--- src/rtl/vga_fetch_pkg.sv ---
// ---------------------------------------------------------------------------
// vga_fetch_pkg
// Shared types and default timing constants for the VGA line-fetch scheduler
// and the VGA timing generator it follows.
//   fetch_state_t : scheduler FSM states (IDLE, REQ, DRAIN)
//   *_DEF         : default 640x480 timing and line-fetch geometry
// ---------------------------------------------------------------------------
package vga_fetch_pkg;

    typedef enum logic [1:0] {
        IDLE,
        REQ,
        DRAIN
    } fetch_state_t;

    localparam int HPOS_WIDTH_DEF     = 10;
    localparam int VPOS_WIDTH_DEF     = 10;
    localparam int H_DISPLAY_DEF      = 640;
    localparam int V_DISPLAY_DEF      = 480;
    localparam int V_TOTAL_DEF        = 525;
    localparam int WORDS_PER_LINE_DEF = 40;
    localparam int ADDR_WIDTH_DEF     = 16;
    localparam int DATA_WIDTH_DEF     = 16;

endpackage

--- src/rtl/vga_line_fetch_sched.sv ---
// ---------------------------------------------------------------------------
// vga_line_fetch_sched
// Fetches the next visible line from frame memory into a ping-pong line
// buffer. At the start of horizontal blanking it bursts WORDS_PER_LINE word
// reads and steers the in-order read data into the bank the target line uses.
//
// Ports:
//   clk, reset        system clock, synchronous active-high reset
//   hpos, vpos        beam position from the timing generator
//   fb_base           frame base address, sampled at hpos==0 of the last line
//   mem_req/addr/gnt  read address channel (address held until granted)
//   mem_rvalid/rdata  read data channel, in request order
//   lb_we/waddr/wdata registered line-buffer write port, waddr = {bank, index}
//   rd_bank           bank the display side reads (registered vpos[0])
//   underrun          sticky: a fetch was still busy when its line started
//   underrun_clr      clears underrun (a simultaneous set wins)
//   underrun_cnt      saturating underrun event count, only when
//                     VGA_LINE_FETCH_UNDERRUN_CNT_EN is defined
// ---------------------------------------------------------------------------
module vga_line_fetch_sched
    import vga_fetch_pkg::*;
#(
    parameter int HPOS_WIDTH     = HPOS_WIDTH_DEF,
    parameter int VPOS_WIDTH     = VPOS_WIDTH_DEF,
    parameter int H_DISPLAY      = H_DISPLAY_DEF,
    parameter int V_DISPLAY      = V_DISPLAY_DEF,
    parameter int V_TOTAL        = V_TOTAL_DEF,
    parameter int WORDS_PER_LINE = WORDS_PER_LINE_DEF,
    parameter int ADDR_WIDTH     = ADDR_WIDTH_DEF,
    parameter int DATA_WIDTH     = DATA_WIDTH_DEF
) (
    input  logic                                clk,
    input  logic                                reset,
    input  logic [HPOS_WIDTH-1:0]               hpos,
    input  logic [VPOS_WIDTH-1:0]               vpos,
    input  logic [ADDR_WIDTH-1:0]               fb_base,
    output logic                                mem_req,
    output logic [ADDR_WIDTH-1:0]               mem_addr,
    input  logic                                mem_gnt,
    input  logic                                mem_rvalid,
    input  logic [DATA_WIDTH-1:0]               mem_rdata,
    output logic                                lb_we,
    output logic [$clog2(WORDS_PER_LINE):0]     lb_waddr,
    output logic [DATA_WIDTH-1:0]               lb_wdata,
    output logic                                rd_bank,
    output logic                                underrun,
`ifdef VGA_LINE_FETCH_UNDERRUN_CNT_EN
    output logic [7:0]                          underrun_cnt,
`endif
    input  logic                                underrun_clr
);

    localparam int CNT_W = $clog2(WORDS_PER_LINE + 1);
    localparam int IDX_W = $clog2(WORDS_PER_LINE);

    localparam logic [HPOS_WIDTH-1:0] H_TRIG    = HPOS_WIDTH'(H_DISPLAY);
    localparam logic [VPOS_WIDTH-1:0] V_TRIG_LT = VPOS_WIDTH'(V_DISPLAY - 1);
    localparam logic [VPOS_WIDTH-1:0] V_LAST    = VPOS_WIDTH'(V_TOTAL - 1);
    localparam logic [CNT_W-1:0]      WPL_CNT   = CNT_W'(WORDS_PER_LINE);
    localparam logic [CNT_W-1:0]      WPL_LAST  = CNT_W'(WORDS_PER_LINE - 1);
    localparam logic [ADDR_WIDTH-1:0] WPL_ADDR  = ADDR_WIDTH'(WORDS_PER_LINE);

    fetch_state_t                 state_q,     state_d;
    logic [CNT_W-1:0]             req_cnt_q,   req_cnt_d;
    logic [CNT_W-1:0]             rcv_cnt_q,   rcv_cnt_d;
    logic [ADDR_WIDTH-1:0]        line_base_q, line_base_d;
    logic                         bank_q,      bank_d;
    logic [VPOS_WIDTH-1:0]        tgt_line_q,  tgt_line_d;
    logic                         lb_we_q,     lb_we_d;
    logic [IDX_W:0]               lb_waddr_q,  lb_waddr_d;
    logic [DATA_WIDTH-1:0]        lb_wdata_q,  lb_wdata_d;
    logic                         rd_bank_q,   rd_bank_d;
    logic                         underrun_q,  underrun_d;
`ifdef VGA_LINE_FETCH_UNDERRUN_CNT_EN
    logic [7:0]                   ur_cnt_q,    ur_cnt_d;
`endif

    logic                  trigger;
    logic [VPOS_WIDTH-1:0] trig_line;
    logic                  frame_start;
    logic                  underrun_set;
    logic                  beat;

    // Line 0 is fetched during the blanking of the frame's last line; every
    // other visible line is fetched during the blanking of the line before it.
    assign trigger      = (hpos == H_TRIG) && ((vpos < V_TRIG_LT) || (vpos == V_LAST));
    assign trig_line    = (vpos == V_LAST) ? '0 : vpos + VPOS_WIDTH'(1);
    assign frame_start  = (hpos == '0) && (vpos == V_LAST);
    assign underrun_set = (state_q != IDLE) && (hpos == '0) && (vpos == tgt_line_q);
    // Returns outside a fetch (e.g. stragglers after reset) are dropped here.
    assign beat         = mem_rvalid && (state_q != IDLE) && (rcv_cnt_q != WPL_CNT);

    always_comb begin
        // NOTE: every signal gets its hold value first, so no path through
        // the branches below can leave one unassigned and infer a latch.
        state_d     = state_q;
        req_cnt_d   = req_cnt_q;
        rcv_cnt_d   = rcv_cnt_q;
        line_base_d = line_base_q;
        bank_d      = bank_q;
        tgt_line_d  = tgt_line_q;

        unique case (state_q)
            IDLE: begin
                if (trigger) begin
                    state_d    = REQ;
                    bank_d     = trig_line[0];
                    tgt_line_d = trig_line;
                    req_cnt_d  = '0;
                    rcv_cnt_d  = '0;
                end
            end
            REQ: begin
                if (mem_gnt) begin
                    req_cnt_d = req_cnt_q + CNT_W'(1);
                    if (req_cnt_q == WPL_LAST) begin
                        state_d = DRAIN;
                    end
                end
            end
            DRAIN: begin
                if (rcv_cnt_q == WPL_CNT) begin
                    state_d     = IDLE;
                    line_base_d = line_base_q + WPL_ADDR;
                end
            end
            default: state_d = IDLE;
        endcase

        if (beat) begin
            rcv_cnt_d = rcv_cnt_q + CNT_W'(1);
        end

        // A new frame base overrides any per-line advance in the same cycle.
        if (frame_start) begin
            line_base_d = fb_base;
        end
    end

    always_comb begin
        lb_we_d    = beat;
        lb_waddr_d = beat ? {bank_q, rcv_cnt_q[IDX_W-1:0]} : lb_waddr_q;
        lb_wdata_d = beat ? mem_rdata : lb_wdata_q;
        rd_bank_d  = vpos[0];

        underrun_d = underrun_q;
        if (underrun_set) begin
            underrun_d = 1'b1;
        end else if (underrun_clr) begin
            underrun_d = 1'b0;
        end

`ifdef VGA_LINE_FETCH_UNDERRUN_CNT_EN
        ur_cnt_d = ur_cnt_q;
        if (underrun_set) begin
            ur_cnt_d = (ur_cnt_q == 8'hFF) ? ur_cnt_q : ur_cnt_q + 8'd1;
        end else if (underrun_clr) begin
            ur_cnt_d = '0;
        end
`endif
    end

    // NOTE: state registers use non-blocking assignments so every flop
    // samples the pre-edge value of every other flop, whatever the order.
    always_ff @(posedge clk) begin
        if (reset) begin
            state_q     <= IDLE;
            req_cnt_q   <= '0;
            rcv_cnt_q   <= '0;
            line_base_q <= '0;
            bank_q      <= 1'b0;
            tgt_line_q  <= '0;
            lb_we_q     <= 1'b0;
            lb_waddr_q  <= '0;
            lb_wdata_q  <= '0;
            rd_bank_q   <= 1'b0;
            underrun_q  <= 1'b0;
`ifdef VGA_LINE_FETCH_UNDERRUN_CNT_EN
            ur_cnt_q    <= '0;
`endif
        end else begin
            state_q     <= state_d;
            req_cnt_q   <= req_cnt_d;
            rcv_cnt_q   <= rcv_cnt_d;
            line_base_q <= line_base_d;
            bank_q      <= bank_d;
            tgt_line_q  <= tgt_line_d;
            lb_we_q     <= lb_we_d;
            lb_waddr_q  <= lb_waddr_d;
            lb_wdata_q  <= lb_wdata_d;
            rd_bank_q   <= rd_bank_d;
            underrun_q  <= underrun_d;
`ifdef VGA_LINE_FETCH_UNDERRUN_CNT_EN
            ur_cnt_q    <= ur_cnt_d;
`endif
        end
    end

    // The request is a pure function of registered state, so it stays
    // stable while the memory withholds its grant.
    assign mem_req  = (state_q == REQ);
    assign mem_addr = line_base_q + ADDR_WIDTH'(req_cnt_q);
    assign lb_we    = lb_we_q;
    assign lb_waddr = lb_waddr_q;
    assign lb_wdata = lb_wdata_q;
    assign rd_bank  = rd_bank_q;
    assign underrun = underrun_q;
`ifdef VGA_LINE_FETCH_UNDERRUN_CNT_EN
    assign underrun_cnt = ur_cnt_q;
`endif

endmodule

--- config.mk ---
export PLATFORM = sky130hd
export DESIGN_NAME = vga_line_fetch_sched
export DESIGN_NICKNAME = d
export VERILOG_FILES = /design/src/rtl/vga_fetch_pkg.sv /design/src/rtl/vga_line_fetch_sched.sv
export SDC_FILE = /design/constraint.sdc
export NUM_CORES = 1
export LEC_CHECK = 0
export CORE_ASPECT_RATIO = 0.5
export CORE_UTILIZATION = 49
export CTS_BUF_LIST = sky130_fd_sc_hd__clkbuf_4
export DETAILED_ROUTE_END_ITERATION = 7
export PLACE_DENSITY = 0.91
export SETUP_SLACK_MARGIN = 0.4
export SLEW_MARGIN = 10
export SYNTH_ARGS = -nofsm -noshare
export SYNTH_HDL_FRONTEND = slang
export SYNTH_SLANG_ARGS = --single-unit
--- constraint.sdc ---
create_clock -name clk -period 2.97 [get_ports clk]
set_input_delay 0.594 -clock clk [delete_from_list [all_inputs] [get_ports clk]]
set_output_delay 0.594 -clock clk [all_outputs]
set_load 0.01 [all_outputs]
== After elaboration in Yosys (flattened, before gate mapping) ==
Index checks and enable logic that the tools add are counted.
Operators by class
  $add $sub $neg: 5
  magnitude comparators: 1
  eq/ne operators: 12
  reductions and logical operators: 21
  muxes and demuxes: 16
Operators by type and width (number)
  $mux 16: 3
  $mux 6: 4
  $eq 10x10->1 const B: 2
  $add 16x6->16: 1
  $add 16x6->16 const B: 1
  $reduce_bool 2->1: 7
  $add 6x1->6 const B: 2
  $eq 6x6->1 const B: 2
  $pmux 6 s2: 1
  $add 10x1->10 const B: 1
  $eq 10x10->1: 1
  $logic_not 10->1: 1
  $lt 10x9->1 const B: 1
  $mux 10: 1
  $mux 2: 4
  $logic_and 1x1->1: 6
  $ne 6x6->1 const B: 1
  $pmux 2 s3: 1
  $reduce_and 2->1: 3
  $ne 2x1->1 const B: 2
  $ne 2x2->1 const B: 2
  $reduce_and 4->1: 1
  $reduce_and 3->1: 1
  $eq 2x1->1 const B: 1
  other kinds (4): 5
Storage, ports and cells
  word-level logic and storage cells: 66
  output and inout port bits: 43
  flip-flop bits (word level): 67

== Logic depth before layout (Yosys ltp) ==
  word-level depth: 6
  mapped depth: 7

== Least setup slack after synthesis ==
OpenSTA, ideal clock, no wires.
  kind: register to output
  start: register req_cnt_q[0]
  end: output mem_addr[10]
  data required time: 2.376 ns
  setup slack: 0.495 ns
  buffers on the path: 0
  stages on the path, launching flop included: 8
  arrival: 1.881 ns
  cell sequence: dfxtp_1 > ha_1 > fa_1 > a21oi_1 > o21ai_0 > o221ai_1 > nor2_1 > xor2_1
Between the ends
  word-level cells in the longest chain between the ends: 1
Ends and longest elaborated chain
  start, declared: RTL line vga_line_fetch_sched.sv:64  | logic [CNT_W-1:0] req_cnt_q, req_cnt_d;
  start signal, assigned: RTL line vga_line_fetch_sched.sv:183  | req_cnt_q <= req_cnt_d;
  $add 16x6->16: RTL line vga_line_fetch_sched.sv:202  | assign mem_addr = line_base_q + ADDR_WIDTH'(req_cnt_q);
  end, declared: RTL line vga_line_fetch_sched.sv:38  | output logic [ADDR_WIDTH-1:0] mem_addr,
No other way between the ends.

== Worst setup path in the final report ==
  start: register req_cnt_q[0]
  end: output mem_addr[14]
The elaborated chain is that of the path after synthesis.

==> reports/metrics.csv <==
metric,value,unit
Reg-to-Reg End,rcv_cnt_q[2]$_SDFFE_PP0P_,
Post-synth EDFFs,0,
die width,121,um
"Top FF cell, synth",dfxtp_1,
CTS Buf Count,9,
clock sink total,66,
R2R setup slack,700,ps
Final Cycle Share,95.3,%
Tmin final,2830,ps
"Seq/Total Area, Yosys",38.0,%
Antenna Nets Post-Route,0,
DR DRC count,0,
full die area,7460,sq um
via/cell ratio,5.31,
Hold Path Sink,tgt_line_q[9]$_SDFFE_PP0P_,
number of global-route vias before repair,3001,
max frequency,0.353,GHz
Fin. Hold Viols,0,
# diodes,0,
clk_lat worst skew,430,ps
# rows,21,
Max Slew Vio Count,0,
leakage power total,0.00184,uW
critical path arrival,2240,ps
"Async S/R FF share, synth",0,%
max-cap check violation count,0,
Synth Net Count,491,
Synth Area in Compound Gates,14.6,%
share of layout cells above drive strength 1,15.9,%
Starting DRT DRC Count,212,
H-tree lvl count,3,
DR WL/cell,14.3,um
status,completed,
final WL,8930,um
post-synthesis mux area share,2.91,%
nets,598,
syn_area_per_cell,8.27,sq um
crit path max fanout,4,
"flops & latches, synth",66,
Post-Synthesis Cell Area,3480,sq um
first-pass GRT wire length,13800,um
clk root buf,clkbuf_4,
worst path required time,2380,ps
antenna violations before repair,0,
fillers,500,
DR pass1 iterations,4,
Setup Viol. Count Final,0,
Area growth syn-to-layout,40.9,%
Die Ht,61.6,um
reg-to-reg startpoint,rcv_cnt_q[0]$_SDFFE_PP0P_,
total power,1700,uW
post-synth cell types,48,
CTS tree,done,
IO buf count,99,
crit end category,output pin,
Vias,3316,
post-DP HPWL,6210,um
Critical Path Start Type,flop,
Max clock buf depth,2,
largest family of logic cells by synthesized area,simple AND/OR/NAND/NOR gates,
hold depth,2,
hold buffer count at CTS,0,
largest net degree at the start of global routing,30,
critical path type,reg -> out,
worst vdd rail ir drop,0.000246,V
IO Count,100,
Post-Synth Simple-Gate Area,25.8,%
actual slew at the worst max-slew pin,1100,ps
R2R depth,7,
beginning of the worst hold path,tgt_line_q[9]$_SDFFE_PP0P_,
Post-Synth Adder-Cell Area,4.89,%
effective utilization at floorplan,51.3,%
Cells after Synth,421,
Worst Skew,14.0,ps
global-route usage over all layers,24.1,%
"Core Util, Final",72.3,%
post-synthesis xor/xnor area fraction,10.6,%
Pwr Density,347,nW/um^2
core area,6780,sq um
setup TNS,0,ps
clk slew on worst S/H paths,120,ps
GR Overflow Total,0,
Hold Crit Class,reg -> reg,
yosys synthesis warning count,0,
Worst slew margin,26.4,%
Placer Congestion,0.857,
unrepaired setup endpoints after global routing,yes,
-- repair_timing --
| action | 4_1_cts | 5_1_grt |
|---|---|---|
| hold endpoints to repair | 0 | 0 |
| resized for setup | 72 | 12 |
| pin swaps | 16 | 13 |
| setup endpoints to repair | 15 | 12 |
| buffers inserted | 5 | 2 |
-- registers in the layout, summed over array words and instances (netlist names) --
register,flops
underrun,1
lb_we,1
state_q,2
rd_bank,1
line_base_q,16
tgt_line_q,10
req_cnt_q,6
lb_waddr,7
rcv_cnt_q,6
lb_wdata,16
-- area by class of cell --
| type | count | area (sq um) | share of cell area [%] |
|---|---|---|---|
| inverters | 8 | 30.0 | 0.613 |
| well taps | 92 | 115 | 2.35 |
| flip-flops and latches | 66 | 1340 | 27.3 |
| repair buffers | 118 | 1100 | 22.4 |
| clock inverters | 7 | 92.6 | 1.89 |
| clock buffers | 9 | 67.6 | 1.38 |
| multi-input cells | 325 | 2160 | 44.1 |
-- power breakdown --
group	switching [uW]	internal [uW]	leakage, uW	total (uW)
Combinational	49.2	83.6	0.00123	133
Sequential	0.361	883	0.000536	883
Clock	345	339	0.0000800	684
Total	394	1310	0.00184	1700
-- routing by layer --
layer  share of wire (%)  global-route usage [%]
met5                   0                       0
met2                  47                    42.9
met3                 5.2                    6.20
met1                  46                    28.7
met4                 1.5                    9.70
-- placed cells by master (no fill, tap or decap), types with 3 or more instances in the layout --
cell type / n
a211oi_1: 12
a21oi_1: 34
and3_1: 4
buf_2: 13
buf_4: 15
clkbuf_4: 9
clkdlybuf4s50_1: 83
dfxtp_1: 59
dfxtp_2: 4
dfxtp_4: 3
dlygate4sd2_1: 3
ha_1: 6
ha_4: 6
inv_1: 8
mux2i_1: 9
nand2_1: 62
nand2b_1: 5
nand3_1: 15
nand3b_1: 5
nand4_1: 9
nor2_1: 34
nor2_2: 6
nor2b_1: 6
nor3_1: 8
nor4_1: 4
o21a_1: 3
o21ai_0: 14
o2bb2ai_1: 3
or2_2: 4
xnor2_1: 18
xor2_1: 24
-- synthesized netlist by cell type (4+ instances only) --
cell      instances  share of area, %
dfxtp_1          66                38
nand2_1          62               6.7
nor2_1           40               4.3
a21oi_1          36               5.2
xor2_1           24               6.0
clkbuf_1         20               2.2
xnor2_1          18               4.5
nand3_1          15               2.2
o21ai_0          15               2.2
a211oi_1         13               2.8
ha_1             12               4.3
mux2i_1           9               2.6
nand4_1           9               1.6
inv_1             8              0.86
nor3_1            8               1.2
nor2b_1           6               1.1
nand2b_1          5              0.90
nand3b_1          5               1.1
and3_1            4              0.72
nor4_1            4              0.72
or2_2             4              0.72
-- through the flow --
| stage | worst slack, ps | instance area (sq um) | hold slack, ps | instances |
|---|---|---|---|---|
| final | 139 | 4900 | 455 | 625 |
| after global routing | 37.7 | 4900 | 481 | 625 |
| after CTS | 138 | 4840 | 457 | 623 |
| after global placement | 54.2 | 4610 | 435 | 602 |
| after detailed placement | -36.5 | 4610 | 439 | 602 |
| after floorplan | 495 | 3480 | 421 | 421 |
-- kinds of logic after synthesis --
| group | Yosys count |
|---|---|
| muxes | 10 |
| and+or+nand+nor | 177 |
| adders and majority gates | 13 |
| DFF | 66 |
| AOI/OAI and AO/OA | 83 |
| buffers and inverters | 30 |
| xor gates and xnor gates | 42 |
-- worst max-delay path, stage by stage, from the launching register on --
cell and delay (ps):
dfxtp_2 360, ha_4 170, fa_2 340, a21oi_2 180
o21ai_2 110, o221ai_2 180, buf_6 150, nor2b_1 50
xor2_1 130, buf_2 140
-- worst max path at each step --
stage / start / end / slack [ps] / depth (start not counted)
2_1_floorplan: req_cnt_q[0]$_SDFFE_PP0P_ / mem_addr[10] / 500 / 7
3_3_place_gp: req_cnt_q[0]$_SDFFE_PP0P_ / mem_addr[12] / 50 / 9
3_5_place_dp: req_cnt_q[0]$_SDFFE_PP0P_ / mem_addr[10] / -40 / 9
4_1_cts: req_cnt_q[0]$_SDFFE_PP0P_ / mem_addr[10] / 140 / 9
5_1_grt: line_base_q[0]$_SDFFE_PP0P_ / mem_addr[14] / 40 / 9
6_report: req_cnt_q[0]$_SDFFE_PP0P_ / mem_addr[14] / 140 / 9
No activity file was read; power rests on OpenSTA's default activity.
